File: config.mk
export PLATFORM = sky130hd
export DESIGN_NAME = seq_gen_param
export DESIGN_NICKNAME = d
export VERILOG_FILES = /design/src/rtl/seq_gen_param.sv
export SDC_FILE = /design/constraint.sdc
export NUM_CORES = 1
export LEC_CHECK = 0
export BUFFER_PORTS_ARGS = -buffer_cell sky130_fd_sc_hd__buf_2
export CORE_MARGIN = 1
export CORE_UTILIZATION = 40
export CTS_CLUSTER_DIAMETER = 40
export DETAILED_ROUTE_END_ITERATION = 12
export GPL_TIMING_DRIVEN = 1
export PLACE_DENSITY = 0.65
export SYNTH_ARGS = -nofsm -noshare
export SYNTH_HDL_FRONTEND = slang
export SYNTH_SLANG_ARGS = --single-unit
File: constraint.sdc
create_clock -name clk -period 10.6 [get_ports clk]
set_input_delay 2.12 -clock clk [delete_from_list [all_inputs] [get_ports clk]]
set_output_delay 2.12 -clock clk [all_outputs]
set_load 0.02 [all_outputs]
File: src/rtl/seq_gen_param.sv
// seq_gen_param: start-triggered sequence engine. Loads two seeds, then
// iterates a selectable two-term recurrence, emitting one registered term per
// cycle for a programmable count, and closes with a one-cycle done pulse.
module seq_gen_param #(
    parameter int WIDTH   = 16,
    parameter int COUNT_W = 8
) (
    input  logic               clk,
    input  logic               reset,
    input  logic               start,
    input  logic [1:0]         mode,
    input  logic [WIDTH-1:0]   init0,
    input  logic [WIDTH-1:0]   init1,
    input  logic [COUNT_W-1:0] n_terms,
    output logic [WIDTH-1:0]   seq_out,
    output logic               out_valid,
    output logic               busy,
    output logic               done,
    output logic               overflow
);

    typedef enum logic [2:0] {
        S_IDLE  = 3'd0,
        S_LOAD0 = 3'd1,
        S_LOAD1 = 3'd2,
        S_RUN   = 3'd3,
        S_DONE  = 3'd4
    } state_t;

    // One recurrence step: returns {wrap_flag, next_term}.
    function automatic logic [WIDTH:0] step_fn(input logic [1:0]       m,
                                               input logic [WIDTH-1:0] a,
                                               input logic [WIDTH-1:0] b);
        logic [WIDTH:0] res;
        case (m)
            2'b00:   res = {1'b0, a} + {1'b0, b};                 // carry-out is the wrap
            2'b01:   res = {(a > b), b - a};                      // borrow when R0 > R1
            2'b10:   res = {b[WIDTH-1], b[WIDTH-2:0], 1'b0};      // MSB shifted out
            2'b11:   res = {1'b0, a ^ b};
            default: res = {1'b0, a ^ b};
        endcase
        return res;
    endfunction

    state_t               state_q, state_d;
    logic [1:0]           mode_q, mode_d;
    logic [WIDTH-1:0]     init0_q, init0_d;
    logic [WIDTH-1:0]     init1_q, init1_d;
    logic [COUNT_W-1:0]   n_q, n_d;
    logic [WIDTH-1:0]     r0_q, r0_d;
    logic [WIDTH-1:0]     r1_q, r1_d;
    logic [COUNT_W-1:0]   cnt_q, cnt_d;
    logic [WIDTH-1:0]     seq_out_q, seq_out_d;
    logic                 out_valid_q, out_valid_d;
    logic                 busy_q, busy_d;
    logic                 done_q, done_d;
    logic                 overflow_q, overflow_d;
    logic [WIDTH:0]       step_s;

    // Next-state and datapath decode; every output is registered from here.
    always_comb begin
        state_d     = state_q;
        mode_d      = mode_q;
        init0_d     = init0_q;
        init1_d     = init1_q;
        n_d         = n_q;
        r0_d        = r0_q;
        r1_d        = r1_q;
        cnt_d       = cnt_q;
        seq_out_d   = seq_out_q;
        out_valid_d = 1'b0;
        done_d      = 1'b0;
        overflow_d  = overflow_q;
        step_s      = step_fn(mode_q, r0_q, r1_q);
        case (state_q)
            S_IDLE: begin
                if (start) begin
                    mode_d     = mode;
                    init0_d    = init0;
                    init1_d    = init1;
                    n_d        = n_terms;
                    overflow_d = 1'b0;
                    if (n_terms == {COUNT_W{1'b0}}) begin
                        state_d = S_DONE;
                    end else begin
                        state_d = S_LOAD0;
                    end
                end else begin
                    state_d = S_IDLE;
                end
            end
            S_LOAD0: begin
                r0_d        = init0_q;
                seq_out_d   = init0_q;
                out_valid_d = 1'b1;
                cnt_d       = COUNT_W'(1);
                if (n_q == COUNT_W'(1)) begin
                    state_d = S_DONE;
                end else begin
                    state_d = S_LOAD1;
                end
            end
            S_LOAD1: begin
                r1_d        = init1_q;
                seq_out_d   = init1_q;
                out_valid_d = 1'b1;
                cnt_d       = COUNT_W'(2);
                if (n_q == COUNT_W'(2)) begin
                    state_d = S_DONE;
                end else begin
                    state_d = S_RUN;
                end
            end
            S_RUN: begin
                r0_d        = r1_q;
                r1_d        = step_s[WIDTH-1:0];
                seq_out_d   = step_s[WIDTH-1:0];
                out_valid_d = 1'b1;
                cnt_d       = cnt_q + COUNT_W'(1);
                overflow_d  = overflow_q | step_s[WIDTH];
                if (cnt_d == n_q) begin
                    state_d = S_DONE;
                end else begin
                    state_d = S_RUN;
                end
            end
            S_DONE: begin
                done_d  = 1'b1;
                state_d = S_IDLE;
            end
            default: begin
                state_d = S_IDLE;
            end
        endcase
        busy_d = (state_d != S_IDLE);
    end

    // State and datapath registers with asynchronous clear.
    always_ff @(posedge clk or posedge reset) begin
        if (reset) begin
            state_q     <= S_IDLE;
            mode_q      <= 2'b00;
            init0_q     <= {WIDTH{1'b0}};
            init1_q     <= {WIDTH{1'b0}};
            n_q         <= {COUNT_W{1'b0}};
            r0_q        <= {WIDTH{1'b0}};
            r1_q        <= {WIDTH{1'b0}};
            cnt_q       <= {COUNT_W{1'b0}};
            seq_out_q   <= {WIDTH{1'b0}};
            out_valid_q <= 1'b0;
            busy_q      <= 1'b0;
            done_q      <= 1'b0;
            overflow_q  <= 1'b0;
        end else begin
            state_q     <= state_d;
            mode_q      <= mode_d;
            init0_q     <= init0_d;
            init1_q     <= init1_d;
            n_q         <= n_d;
            r0_q        <= r0_d;
            r1_q        <= r1_d;
            cnt_q       <= cnt_d;
            seq_out_q   <= seq_out_d;
            out_valid_q <= out_valid_d;
            busy_q      <= busy_d;
            done_q      <= done_d;
            overflow_q  <= overflow_d;
        end
    end

    assign seq_out   = seq_out_q;
    assign out_valid = out_valid_q;
    assign busy      = busy_q;
    assign done      = done_q;
    assign overflow  = overflow_q;

endmodule

# Yosys cells after proc, flatten, opt, wreduce, memory -nomap -nowiden
# Cells that the tools add are included.
# word_totals
ff_bits,105
inputBits,45
output_inout_bits,20
word_cells,56
# classes
addsub,3
n_lt_le_gt_ge,1
eq_ne,11
n_mux,15
bitwise,2
reduce_logical,11
# ops
op,n
one-hot mux 17 bit (4 select lines),1
one-hot mux 16 bit (2 select lines),2
one-hot mux 16 bit (3 select lines),1
one-hot mux 8 bit (3 select lines),1
adder 16 x 16 -> 17 bit,1
> comparator 16 bit,1
subtractor 16 bit,1
bitwise XOR 16 bit,1
2-to-1 mux 3 bit,5
one-hot mux 3 bit (4 select lines),1
"adder 8 x 1 -> 8 bit, second input constant",1
"== test 8 x 1 -> 1 bit, second input constant",1
"== test 8 x 2 -> 1 bit, second input constant",1
== test 8 bit,1
logical NOT 8 bit,1
"== test 3 x 2 -> 1 bit, second input constant",2
nonzero test 2 bit,3
nonzero test 3 bit,2
"== test 2 bit, second input constant",2
AND reduction 2 bit,2
"== test 3 x 1 -> 1 bit, second input constant",1
"== test 3 bit, second input constant",1
logical NOT 3 bit,1
2-to-1 mux 1 bit,3
6 further kinds,6

# Depth between registers and ports, before layout
# logic_depth
word_depth,5
depth_mapped,11
mapped_depth_nobuf,11

# Worst setup path after synthesis
# No wires, ideal clock.
# synth_path
path_type,input port to flip-flop
from,input port start
to,register init0_q[0]
setup_time_ns,0.125
t_arrival_ns,3.270
required_time_ns,10.475
slack_ns,7.205
cell_stages,4
n_path_buf,2
cell_sequence,nor4b_1 > buf_2 > buf_2 > mux2_2
# synth_between
elab_chain_len,1
# synth_rtl
element,line,rtl
"start, declared",10,"input logic start,"
AND reduction 2 bit (no source line),--,
"end signal, assigned",143,init0_q <= {WIDTH{1'b0}};
"end signal, assigned",157,init0_q <= init0_d;
"end, declared",47,"logic [WIDTH-1:0] init0_q, init0_d;"
# No other way between the ends.
# A chain may end at the register's enable or synchronous reset.

# Worst setup path in the final report
# layout_path
from,register seq_out_q[9] (netlist: seq_out[9])
to,output port seq_out[9]
# layout_lines
element,line,rtl
"start, declared",53,"logic [WIDTH-1:0] seq_out_q, seq_out_d;"
"start signal, assigned",149,seq_out_q <= {WIDTH{1'b0}};
"start signal, assigned",163,seq_out_q <= seq_out_d;
"end, declared",15,"output logic [WIDTH-1:0] seq_out,"
# No word-level cell between the ends.

==> impl_metrics.csv <==
group,metric,value,unit
yosys,synth.most_common_cell,"dfrtp_1",
clock_network,clk_latency,350,ps
setup_path,cp_cell_sequence,"buf_2",
clock_network,ctsHoldBuffers,0,
yosys,synthDistinctLibCells,73,
global_routing,grt.busiest_layer,"met2",
global_routing,use_met2,0.331,
timing,slew_headroom,0.465,
cells_and_area,fin_util,0.454,
timing,tightestPinTransition,802,ps
flow_run,max-cap-violations,0,
setup_path,reg2regPathDepth,11,
yosys,yosys-top-cells-count,"105 x dfrtp_1, 66 x nand2_1, 60 x o21ai_0",
hold_path,min_delay_worst_endpoint,"seq_out[2]$_DFFE_PP0P_",
setup_path,path_buf_inv,1,
hold_path,hold_class,"flip-flop to flip-flop",
timing,final.setup.tns,0,ps
yosys,synthFlopType,"dfrtp_1",
routing,drt_iter0_markers,407,
cells_and_area,area_growth,11.1,%
yosys,synth_seq_cells,105,
global_routing,overflow,0,
setup_path,critPathSlowestCell,"dfrtp_1",
setup_path,r2r_start,"r1_q[0]$_DFFE_PP0N_",
clock_network,cts.clk_slew.worst_paths,60,ps
cells_and_area,seq_area,2630,sq um
yosys,yosysTopAreaCell,"dfrtp_1",
routing,vias,5723,
global_routing,first_global_vias,5482,
timing,period_share,0.289,
yosys,synth_fp_nets,819,
timing,rsz0062_at_grt,"no",
global_routing,use_met3,0.0250,
global_routing,antenna_found_initial,0,
floorplan,num_rows,47,
routing,drtPass1Iterations,5,
yosys,synth_top_cell_area_share,0.387,
routing,drc,0,
cells_and_area,drive_gt1_frac,0.187,
global_routing,grt_use_total,0.212,
cells_and_area,fill_cells,1615,
floorplan,start_util,0.409,
placement,dp_hpwl,13000,um
timing,finalSetupViolCount,0,
floorplan,core_area,16600,sq um
setup_path,path_delay_family,"flip-flops",
yosys,ys_top_cells_by_area,"dfrtp_1 39%, mux2_2 6.6%, ha_1 6.1%, o21ai_0 4.4%, nand2_1 3.7%",
timing,fmax,326,MHz
run_status,status,"complete, no violations",
floorplan,num_io_pins,65,
setup_path,crit_path_max_incr_delay,420,ps
routing,ant_nets,0,
yosys,yosys_warnings,0,
hold_path,hold_depth,1,
routing,wl_per_cell,17.9,um
clock_network,cts_buffer_depth,2,
routing,wl,17900,um
yosys,synth_area_per_cell,9.18,sq um
hold_path,min_from,"seq_out[2]$_DFFE_PP0P_",
yosys,ys_async_sr_fraction,1.00,
cells_and_area,diodes,0,
floorplan,die_w,132,um
clock_network,htree_levels,3,
setup_path,r2r-end,"seq_out[14]$_DFFE_PP0P_",
global_routing,grt_start_max_net_pins,65,
cells_and_area,final_nets,856,
setup_path,crit_arrival,950,ps
clock_network,numCtsBuffers,9,
routing,via_per_inst,5.73,
setup_path,path_max_fanout,2,
setup_path,critPathKind,"flip-flop to output port",
yosys,netlist_instances,739,
yosys,syn-cell-area,6780,sq um
timing,fin_worst_skew,5.83,ps
clock_network,cts_sinks,105,
setup_path,cp_data_required_time,8480,ps
cells_and_area,multiInputGateArea,3810,sq um
global_routing,grtUsageMet1,0.305,
yosys,ys_seq_area_frac,0.387,
clock_network,cts_tree,"yes",
setup_path,rrSetupSlack,7620,ps
timing,slew_viol_final,0,
floorplan,die_h,132,um
cells_and_area,final_cell_area,7530,sq um
yosys,synth_enable_flop_cells,0,
placement,routabilityCongestion,0.873,
placement,io_buffers,64,
placement,placed_area,7260,sq um
global_routing,grt_pass1_wl,29300,um
setup_path,cp-start-kind,"flip-flop",
floorplan,dieArea,17500,sq um
clock_network,cts_resized,0,
setup_path,end_kind,"output port",
timing,post-route-min-period,3070,ps
clock_network,cts_setup_buffers,0,
clock_network,cts_root_buf,"clkbuf_16",
timing,hold_viol,0,
## registers in the layout, indices dropped and copies added, names as in the netlist, 3 cells and up
signal	count
r0_q	16
init0_q	16
r1_q	16
state_q	3
seq_out	16
n_q	8
cnt_q	8
init1_q	16
## stage by stage
step	cells	worst slack [ps]	hold slack, ps
final	999	7530	476
after global routing	999	7330	497
after CTS	999	7510	478
after detailed placement	985	7140	462
after global placement	985	7120	457
after floorplan	739	5720	469
## layout make-up
type / count / area share
multi-input combinational: 547 / 0.506
sequential: 105 / 0.349
timing repair buffer: 74 / 0.0525
tap: 220 / 0.0365
clock buffer: 12 / 0.0341
inverter: 39 / 0.0198
clock inverter: 2 / 0.00199
## cell families (layout without fill, tap and decap cells)
| kind of cell | count (synthesis) | after routing | synth area share |
|---|---|---|---|
| DFF | 105 | 105 | 0.387 |
| and+or+nand+nor | 207 | 207 | 0.148 |
| buffers and inverters | 87 | 127 | 0.0511 |
| adders and majority gates | 35 | 35 | 0.0668 |
| muxes | 63 | 63 | 0.102 |
| AOI/OAI and AO/OA | 220 | 220 | 0.216 |
| xor gates and xnor gates | 22 | 22 | 0.0284 |
## how the worst max path moves through the flow
stage	from	to	slack (ps)	cells after the start
floorplan	reset	busy$_DFF_PP0_	5720	1
global placement	reset	init0_q[15]$_DFFE_PP0P_	7120	3
detailed placement	reset	init0_q[15]$_DFFE_PP0P_	7140	3
CTS	reset	r0_q[13]$_DFFE_PP0P_	7510	3
global route	reset	cnt_q[1]$_DFFE_PP0P_	7330	3
finish	seq_out[9]$_DFFE_PP0P_	seq_out[9]	7530	1
## layer usage
metal	part of all wire	routed length (um)	up-vias
met5	0	0	-
met4	0.020	351	0
li1	-	-	2733
met1	0.49	8780	2825
met2	0.45	8130	144
met3	0.035	623	21
## worst register-to-register path, cell delays in order (launching register included)
cell,delay [ps]
dfrtp_1,400
inv_1,120
ha_1,170
inv_1,50
fa_1,410
a21o_4,240
a311oi_4,350
nor2_1,160
a21o_1,230
or3_1,330
o221ai_2,240
o211ai_1,140
## placed cells by master (no fill, tap or decap), types with 8 or more instances in the layout
cell type    n
a211oi_1    16
a21o_1       8
a21oi_1     49
a31oi_1      8
buf_2       64
buf_4       10
clkbuf_16    9
dfrtp_1    105
ha_1        33
inv_1       36
mux2_2      40
mux2i_1     22
nand2_1     66
nand2b_1     9
nand3_1     15
nor2_1      49
nor2b_1     12
nor3_1      16
o211ai_1    15
o21ai_0     60
xnor2_1     13
xor2_1       9
Power is left out: the tool's default activity adds up to more than one toggle a clock period on the data nets, which glitch-free logic cannot reach.
